--- config.mk ---
export PLATFORM = sky130hd
export DESIGN_NAME = div_sign_salida
export DESIGN_NICKNAME = d
export VERILOG_FILES = /design/src/rtl/div_sign_salida.sv
export SDC_FILE = /design/constraint.sdc
export NUM_CORES = 1
export LEC_CHECK = 0
export ABC_AREA = 1
export CELL_PAD_IN_SITES_DETAIL_PLACEMENT = 1
export CELL_PAD_IN_SITES_GLOBAL_PLACEMENT = 1
export CORE_MARGIN = 5
export CORE_UTILIZATION = 38
export CTS_BUF_LIST = sky130_fd_sc_hd__clkbuf_4
export DETAILED_ROUTE_END_ITERATION = 8
export GPL_ROUTABILITY_DRIVEN = 0
export GPL_TIMING_DRIVEN = 0
export PLACE_DENSITY_LB_ADDON = 0.1
export RECOVER_POWER = 25
export SLEW_MARGIN = 20
export SYNTH_ARGS = -nofsm -noshare
export SYNTH_HDL_FRONTEND = slang
export SYNTH_SLANG_ARGS = --single-unit
--- constraint.sdc ---
create_clock -name CLK -period 1.8 [get_ports CLK]
set_input_delay 0.18 -clock CLK [delete_from_list [all_inputs] [get_ports CLK]]
set_output_delay 0.18 -clock CLK [all_outputs]
set_load 0.01 [all_outputs]
--- src/rtl/div_sign_salida.sv ---
// Output stage of the pipelined restoring divider: sign fixup plus a small FWFT result FIFO.
// Optional zero-divisor tagging is enabled by defining DIV_CERO_DETECT_EN.
module div_sign_salida #(
    parameter int BIT_SIZE = 8,
    parameter int DEPTH    = 4
) (
    input  logic                CLK,
    input  logic                RSTa,
    input  logic                Done_in,
    input  logic [BIT_SIZE-1:0] Q_in,
    input  logic [BIT_SIZE-1:0] ACCU_in,
    input  logic [BIT_SIZE-1:0] M_in,
    input  logic                SignNum_in,
    input  logic                SignDen_in,
    input  logic                Ready,
    output logic [BIT_SIZE-1:0] Coc,
    output logic [BIT_SIZE-1:0] Res,
    output logic                Valid,
    output logic                Full,
    output logic                Overflow,
    output logic [15:0]         Count
`ifdef DIV_CERO_DETECT_EN
    ,
    output logic                DivZero
`endif
);

    localparam int PTR_W = $clog2(DEPTH);
    localparam int OCC_W = PTR_W + 1;

    logic [PTR_W-1:0]    wr_ptr_q, wr_ptr_d;
    logic [PTR_W-1:0]    rd_ptr_q, rd_ptr_d;
    logic [OCC_W-1:0]    occ_q, occ_d;
    logic                ovf_q, ovf_d;
    logic [15:0]         count_q, count_d;

    logic [BIT_SIZE-1:0] coc_fix, res_fix;
    logic                push_acc, pop;

    logic [BIT_SIZE-1:0] coc_mem_q [DEPTH];
    logic [BIT_SIZE-1:0] res_mem_q [DEPTH];

    // Sign correction: quotient negative when signs differ, remainder follows the numerator.
    always_comb begin
        coc_fix = (SignNum_in ^ SignDen_in) ? (~Q_in + BIT_SIZE'(1)) : Q_in;
        res_fix = SignNum_in ? (~ACCU_in + BIT_SIZE'(1)) : ACCU_in;
`ifdef DIV_CERO_DETECT_EN
        if (M_in == '0) begin
            coc_fix = '0;
        end
`endif
    end

`ifndef DIV_CERO_DETECT_EN
    logic unused_m;
    assign unused_m = ^M_in;
`endif

    assign Valid    = (occ_q != '0);
    assign Full     = (occ_q == OCC_W'(DEPTH));
    assign pop      = Valid && Ready;
    // A pop in the same cycle frees the slot, so a push into a full FIFO still lands.
    assign push_acc = Done_in && (!Full || pop);

    always_comb begin
        wr_ptr_d = wr_ptr_q;
        rd_ptr_d = rd_ptr_q;
        occ_d    = occ_q;
        ovf_d    = ovf_q;
        count_d  = count_q;
        if (push_acc) begin
            wr_ptr_d = wr_ptr_q + PTR_W'(1);
        end
        if (pop) begin
            rd_ptr_d = rd_ptr_q + PTR_W'(1);
            count_d  = count_q + 16'd1;
        end
        if (push_acc && !pop) begin
            occ_d = occ_q + OCC_W'(1);
        end else if (!push_acc && pop) begin
            occ_d = occ_q - OCC_W'(1);
        end
        if (Done_in && !push_acc) begin
            ovf_d = 1'b1;
        end
    end

    always_ff @(posedge CLK or negedge RSTa) begin
        if (!RSTa) begin
            wr_ptr_q <= '0;
            rd_ptr_q <= '0;
            occ_q    <= '0;
            ovf_q    <= 1'b0;
            count_q  <= '0;
        end else begin
            wr_ptr_q <= wr_ptr_d;
            rd_ptr_q <= rd_ptr_d;
            occ_q    <= occ_d;
            ovf_q    <= ovf_d;
            count_q  <= count_d;
        end
    end

`ifdef DIV_CERO_DETECT_EN
    logic dz_mem_q [DEPTH];
`endif

    genvar gi;
    generate
        for (gi = 0; gi < DEPTH; gi++) begin : g_entry
            logic                wr_en;
            logic [BIT_SIZE-1:0] coc_d, res_d;
            assign wr_en = push_acc && (wr_ptr_q == PTR_W'(gi));

            always_comb begin
                coc_d = coc_mem_q[gi];
                res_d = res_mem_q[gi];
                if (wr_en) begin
                    coc_d = coc_fix;
                    res_d = res_fix;
                end
            end

            always_ff @(posedge CLK or negedge RSTa) begin
                if (!RSTa) begin
                    coc_mem_q[gi] <= '0;
                    res_mem_q[gi] <= '0;
                end else begin
                    coc_mem_q[gi] <= coc_d;
                    res_mem_q[gi] <= res_d;
                end
            end

`ifdef DIV_CERO_DETECT_EN
            logic dz_d;
            always_comb begin
                dz_d = dz_mem_q[gi];
                if (wr_en) begin
                    dz_d = (M_in == '0);
                end
            end

            always_ff @(posedge CLK or negedge RSTa) begin
                if (!RSTa) begin
                    dz_mem_q[gi] <= 1'b0;
                end else begin
                    dz_mem_q[gi] <= dz_d;
                end
            end
`endif
        end
    endgenerate

    assign Coc      = coc_mem_q[rd_ptr_q];
    assign Res      = res_mem_q[rd_ptr_q];
    assign Overflow = ovf_q;
    assign Count    = count_q;
`ifdef DIV_CERO_DETECT_EN
    assign DivZero  = dz_mem_q[rd_ptr_q];
`endif

endmodule

==> key figures, run 1 <==
Status
  – Status: complete, but fails checks
  – Failing checks: setup timing

Timing
  – Final critical-path share of the clock period: 106%
  – Setup violators final: 15
  – Tmin final: 1.92 ns
  – Max_slew headroom: 47.9%
  – Clk_skew: 0.0151 ns
  – Setup WS post-layout: -0.117 ns
  – Max-slew violation count: 0
  – Endpoints failing hold: 0
  – Maximum clock rate: 522 MHz
  – Worst-Margin Slew: 0.781 ns
  – RSZ-0062 raised after global routing: yes

Placement
  – Worst slack at placement: -0.520 ns
  – Placed Area: 5340 um^2
  – DPL Wire Length: 9.33 mm
  – Number of port buffers: 55

Clock network
  – CTS Buf Count: 9
  – Clock sink count: 88
  – CTS root buf: clkbuf_4
  – CTS tree: done
  – Clk_lat worst skew: 0.47 ns
  – Buffers from clock root to sink, at most: 2
  – CTS clk-pin slew, worst paths: 0.15 ns
  – CTS H-Tree Depth: 3

Finish
  – Area growth syn-to-layout: 29.4%
  – Commonest non-fill, non-tap cells in the layout: nand2_1 (219), dfrtp_1 (85), nor2_1 (44)
  – Ant. Diodes: 0
  – Leading cell type in the layout, fill and taps excluded: nand2_1
  – Fin area: 5900 um^2
  – Final nets: 710
  – Share of cells above drive strength 1: 20.9%
  – Post-Route Utilization: 49.7%
  – Fillers: 1449

Critical path
  – Worst EP arrival: 1.74 ns
  – Worst-path maximum fanout: 7
  – FF-to-FF setup slack: -0.08 ns
  – Worst r2r src: occ_q[0]$_DFFE_PN0P_
  – FF-to-FF path depth: 8
  – Worst R2R End: occ_q[1]$_DFFE_PN0P_
  – Crit path capture type: primary output
  – Crit start category: flop
  – CP required: 1.62 ns
  – WS Path Type: flop to primary output

Die
  – Area of the core: 11900 um^2
  – Initial Utilization: 38.4%
  – Die width: 120 um
  – Boundary Pins: 65
  – Die Ht: 120 um
  – Die area: 14300 um^2
  – # rows: 40

Synth
  – Seq/Total Area, Yosys: 48.3%
  – Mapped Area: 4560 um^2
  – Syn nets: 618
  – Post-synth cell types: 29
  – Synth warn: 0
  – Synth Instances: 579
  – Mean Syn Cell Area: 7.87 um^2
  – Number of synthesized register bits: 88

Worst hold path
  – Worst Hold Path Cells: 4
  – WHS Endpoint: res_mem_q[17]$_DFFE_PN0P_
  – Worst min path class: input port to flop
  – Worst min-delay path startpoint: SignNum_in

Routing
  – DRC marker count from the first detailed-route iteration: 151
  – Detailed Routing Iterations Pass 1: 6
  – # DRC: 0
  – Antenna-violating nets left: 0
  – Vias: 4153
  – Via density per instance: 5.05
  – Detailed Route WL: 14.0 mm
  – Routed len/inst: 17.0 um

Power
  – Leak Pwr: 2.92 nW
  – Peak VDD IR: 0.648 mV
  – P per Cell Area: 1670 nW/um^2
  – Tot Pwr: 0.00987 W

Global routing
  – Total global-route track usage: 20.5%
  – Vias in the first global route: 4603
  – Initial antenna violation count: 0
  – Largest net degree at the start of global routing: 61
  – First-pass GRT wire length: 23.1 mm
  – Gr ovfl total: 0

Run
  – Max cap viols: 0
-- through the flow --
stage	std cells	TNS (ns)	hold WS (ns)
floorplan	579	-0.0591	-0.116
global placement	781	-255.87	0.451
detailed placement	782	-7.88	0.0844
CTS	818	-1.20	0.115
global route	823	-4.08	0.257
finish	823	-0.678	0.224
-- logic make-up after synthesis --
| logic type | after synthesis | synth area share (%) |
|---|---|---|
| and+or+nand+nor | 324 | 29.8 |
| DFF | 88 | 48.3 |
| AOI/OAI and AO/OA | 73 | 8.54 |
| buffers and inverters | 66 | 6.84 |
| xor gates and xnor gates | 18 | 3.62 |
| adders and majority gates | 9 | 2.64 |
| muxes | 1 | 0.247 |
-- power breakdown --
group          total [W]  switching, W  internal [W]
clock            0.00128      0.000712      0.000572
sequential       0.00342      0.000619       0.00280
combinational    0.00517       0.00282       0.00234
-- registers in the layout (all words and copies together), names as in the netlist --
signal / count
res_mem_q: 32
occ_q: 3
rd_ptr_q: 2
coc_mem_q: 32
Overflow: 1
wr_ptr_q: 2
Count: 16
-- how the worst max path moves through the flow --
stage,startpoint,slack (ns),cells after the start,endpoint
floorplan,occ_q[1]$_DFFE_PN0P_,-0.05,8,occ_q[1]$_DFFE_PN0P_
global placement,RSTa,-2.83,1,Overflow$_DFFE_PN0P_
detailed placement,rd_ptr_q[1]$_DFFE_PN0P_,-0.52,5,Res[0]
CTS,rd_ptr_q[0]$_DFFE_PN0P_,-0.17,4,Coc[2]
global route,rd_ptr_q[0]$_DFFE_PN0P_,-0.20,6,Coc[7]
finish,rd_ptr_q[0]$_DFFE_PN0P_,-0.12,6,Coc[7]
-- synthesized netlist by cell type --
library cell  instances  area, um^2
nand3_1              24         120
nand4_1               3        18.8
a21oi_1               2        10.0
o21ai_1              16        80.1
ha_1                  8         100
clkbuf_1              7        26.3
nand2_4               3        33.8
a31o_2                1        8.76
nor3_1                2        10.0
nor2_1               54         203
nand3_2               1        10.0
nor2_4                4        45.0
mux2_2                1        11.3
nor2_2                2        12.5
dfrtp_1              88        2200
inv_2                 7        26.3
nand2_2               5        31.3
buf_4                 9        67.6
buf_6                 4        45.0
xnor2_1               5        43.8
o21ai_0              38         190
nand3b_1              7        52.6
buf_1                 1        3.75
fa_1                  1        20.0
inv_1                38         143
xor2_2                1        16.3
o22ai_1              16         100
xor2_1               12         105
nand2_1             219         822
-- per-layer routing --
layer	track usage (%)	up-vias	wire (um)
li1	-	2016	-
met1	24.3	2047	6060
met2	36.3	72	7030
met3	5.04	18	591
met4	7.02	0	308
met5	0	-	0
-- layout make-up --
cell class | count | area, um^2 | share of cell area (%)
inverters | 45 | 181 | 3.08
plain buffers | 21 | 259 | 4.39
repair buffers | 81 | 693 | 11.8
clock inverters | 6 | 83.8 | 1.42
well taps | 147 | 184 | 3.12
multi-input cells | 425 | 2220 | 37.6
clock buffers | 10 | 75.1 | 1.27
flip-flops and latches | 88 | 2210 | 37.4
-- critical path, stage by stage, from the launching register on --
cell and delay (ns):
dfrtp_2 0.49, clkinv_4 0.13, clkbuf_16 0.17, buf_6 0.10
nor2_4 0.03, o22ai_2 0.19, buf_2 0.16
-- repair_timing --
action                                  4_1_cts  5_1_grt
hold buffers                                  1        0
pin swaps                                    12        7
gates cloned                                  2        0
gates resized for setup                     139       36
endpoints found under the hold margin        88        0
setup buffers                                17        5
endpoints found under the setup margin       20       19
(Power assumes the default switching activity.)
==> run 2, diff against run 1 <==
- CTS_BUF_LIST: sky130_fd_sc_hd__clkbuf_4 -> sky130_fd_sc_hd__clkbuf_8
==> run 2 against run 1 <==
Compared with the run above:
- highest routed layer unchanged
- global-route usage fell by 0.82 points
- clock power is 23% higher
- the run still ends with setup timing left
- wire length fell by 1.5%
- sequential share of layout area up 0.43 points
- clock skew decreased by 0.0062 ns
- largest cell class is now flip-flops and latches
==> key figures, run 2 (same netlist as run 1, synthesis figures left out) <==
Global routing
  – Gr ovfl total: 0 (unchanged)
  – First-pass GRT wire length: 22.1 mm (-4.1%)
  – Total global-route track usage: 19.7% (-0.82 points)
  – Vias in the first global route: 4360 (-5.3%)
  – Initial antenna violation count: 0 (unchanged)
  – Largest net degree at the start of global routing: 61 (unchanged)

Die
  – Boundary Pins: 65 (unchanged)
  – Initial Utilization: 38.4% (unchanged)
  – Die area: 14300 um^2 (unchanged)
  – # rows: 40 (unchanged)
  – Area of the core: 11900 um^2 (unchanged)
  – Die width: 120 um (unchanged)
  – Die Ht: 120 um (unchanged)

Routing
  – Via density per instance: 5.01 (-0.67%)
  – Detailed Routing Iterations Pass 1: 4 (-2)
  – # DRC: 0 (unchanged)
  – Vias: 4125 (-0.67%)
  – Antenna-violating nets left: 0 (unchanged)
  – DRC marker count from the first detailed-route iteration: 173 (+15%)
  – Detailed Route WL: 13.8 mm (-1.5%)
  – Routed len/inst: 16.7 um (-1.5%)

Critical path
  – Crit path buf inv count: 2 (-2)
  – CP Depth: 8 (+2)
  – Worst R2R End: occ_q[1]$_DFFE_PN0P_
  – FF-to-FF path depth: 8 (unchanged)
  – FF-to-FF setup slack: -0.04 ns (+0.04 ns)
  – Cells along the critical path: nor2_4 > nand3_2 > nand2_4 > inv_4 > ha_4 > inv_4 > fa_2 > mux2_4
  – Worst Setup EP: occ_q[1]$_DFFE_PN0P_
  – Critical path's largest stage delay: 0.44 ns (-0.05 ns)
  – Worst path slowest cell: dfrtp_2
  – CP startpoint: occ_q[1]$_DFFE_PN0P_
  – Crit start category: flop
  – Worst EP arrival: 2.11 ns (+0.37 ns)
  – CP required: 2.07 ns (+0.45 ns)
  – Crit path max-delay family: adder cells
  – Worst r2r src: occ_q[1]$_DFFE_PN0P_
  – WS Path Type: flop to flop
  – CP most frequent cell: inv_4
  – Worst-path maximum fanout: 3 (-4)
  – Crit path capture type: flop

Power
  – Leak Pwr: 2.92 nW (-0.13%)
  – Peak VDD IR: 0.641 mV (-1.1%)
  – P per Cell Area: 1680 nW/um^2 (+0.11%)

Timing
  – Setup WS post-layout: -0.0440 ns (+0.0729 ns)
  – Max-slew violation count: 0 (unchanged)
  – RSZ-0062 raised after global routing: yes
  – Max_slew headroom: 48.8% (+0.82 points)
  – Clk_skew: 0.00888 ns (-0.00623 ns)
  – Maximum clock rate: 542 MHz (+4.0%)
  – Setup violators final: 1 (-14)
  – Tmin final: 1.84 ns (-0.0729 ns)
  – Worst-Margin Slew: 0.769 ns (-0.0123 ns)
  – Final critical-path share of the clock period: 102% (-4.1 points)
  – Endpoints failing hold: 0 (unchanged)

Clock network
  – CTS Buf Count: 9 (unchanged)
  – Buffers from clock root to sink, at most: 2 (unchanged)
  – CTS H-Tree Depth: 3 (unchanged)
  – CTS tree: done
  – Clock sink count: 88 (unchanged)
  – CTS root buf: clkbuf_8
  – CTS clk-pin slew, worst paths: 0.09 ns (-0.06 ns)
  – Clk_lat worst skew: 0.38 ns (-0.09 ns)

Finish
  – Fin cells: 823 (unchanged)
  – Share of cells above drive strength 1: 17.9% (-3.0 points)
  – Fin area: 5830 um^2 (-1.1%)
  – Area growth syn-to-layout: 28.0%
  – Leading cell type in the layout, fill and taps excluded: nand2_1
  – Final nets: 710 (unchanged)
  – Ant. Diodes: 0 (unchanged)
  – Commonest non-fill, non-tap cells in the layout: nand2_1 (219), dfrtp_1 (84), nor2_1 (51)
  – Fillers: 1463 (+0.97%)
  – Multi-input logic area: 2110 um^2 (-4.9%)
  – Register area: 2210 um^2 (about the same)

Placement
  – DPL Wire Length: 9.33 mm (unchanged)
  – Placed Area: 5340 um^2 (unchanged)
  – Placed cells: 782 (unchanged)
  – Number of port buffers: 55 (unchanged)

Status
  – Failing checks: setup timing
  – Status: complete, but fails checks

Run
  – Max cap viols: 0 (unchanged)

Worst hold path
  – Worst min path class: input port to flop
[run 2: cell count changes in the layout (fill, tap and decap cells not counted), moves of 5 or more]
cell and change:
buf_4 +5, clkbuf_4 -10, clkbuf_8 +8, nor2_1 +7
o21ai_1 +14, o21ai_2 -9
[run 2: through the flow]
step	util (%)	power [W]	TNS [ns]	hold WS, ns	setup slack, ns
4_1_cts	48.2	0.00946	-0.0676	0.237	-0.0386
6_report	49.2	0.00977	-0.0440	0.317	-0.0440
3_3_place_gp	44.7	0.00756	-255.87	0.451	-2.83
3_5_place_dp	45.0	0.00773	-7.88	0.0844	-0.520
5_1_grt	49.2	0.0105	-0.213	0.373	-0.104
2_1_floorplan	-	0.00577	-0.0591	-0.116	-0.0492
[run 2: worst register-to-register path, delay by kind of cell (launching register included)]
kind,cells,cell delay (ns)
multiplexers,1,0.27
adder cells (fa/ha/maj),2,0.57
flip-flops,1,0.44
AND/OR/NAND/NOR,3,0.36
buffers and inverters,2,0.09
[run 2: repair_timing]
action,4_1_cts,5_1_grt
pin swaps,14,6
gates resized for setup,98,42
setup buffers,12,10
setup endpoints to repair,19,18
hold buffers,1,0
hold endpoints to repair,28,0
cloned,0,2
[run 2: worst min path at each step]
| stage | from | endpoint | slack (ns) | cells past startpoint |
|---|---|---|---|---|
| CTS | RSTa | res_mem_q[30]$_DFFE_PN0P_ | 0.24 | 2 |
| finish | SignNum_in | res_mem_q[17]$_DFFE_PN0P_ | 0.32 | 4 |
| detailed placement | RSTa | res_mem_q[5]$_DFFE_PN0P_ | 0.08 | 1 |
| global route | SignNum_in | res_mem_q[25]$_DFFE_PN0P_ | 0.37 | 4 |
| global placement | res_mem_q[17]$_DFFE_PN0P_ | res_mem_q[17]$_DFFE_PN0P_ | 0.45 | 2 |
| floorplan | RSTa | Count[0]$_DFFE_PN0P_ | -0.12 | 0 |
[run 2: power by group]
part | internal (W) | switching, W | total, W
sequential | 0.00281 | 0.000558 | 0.00337
combinational | 0.00217 | 0.00266 | 0.00484
clock | 0.000813 | 0.000759 | 0.00157
total | 0.00579 | 0.00398 | 0.00977
[run 2: layout make-up]
type / count / area share [%]
clock inverter: 6 / 1.44
multi-input combinational: 425 / 36.1
buffer: 21 / 3.97
inverter: 45 / 3.11
tap: 147 / 3.15
clock buffer: 10 / 2.36
timing repair buffer: 81 / 12.0
sequential: 88 / 37.8
[run 2: per-layer routing]
metal / global-route usage, % / vias to the layer above / share of wire [%]
met1: 24.0 / 2047 / 45
met2: 35.6 / 58 / 50
li1: - / 2011 / -
met5: 0 / - / 0
met3: 4.81 / 9 / 3.5
met4: 3.65 / 0 / 1.0
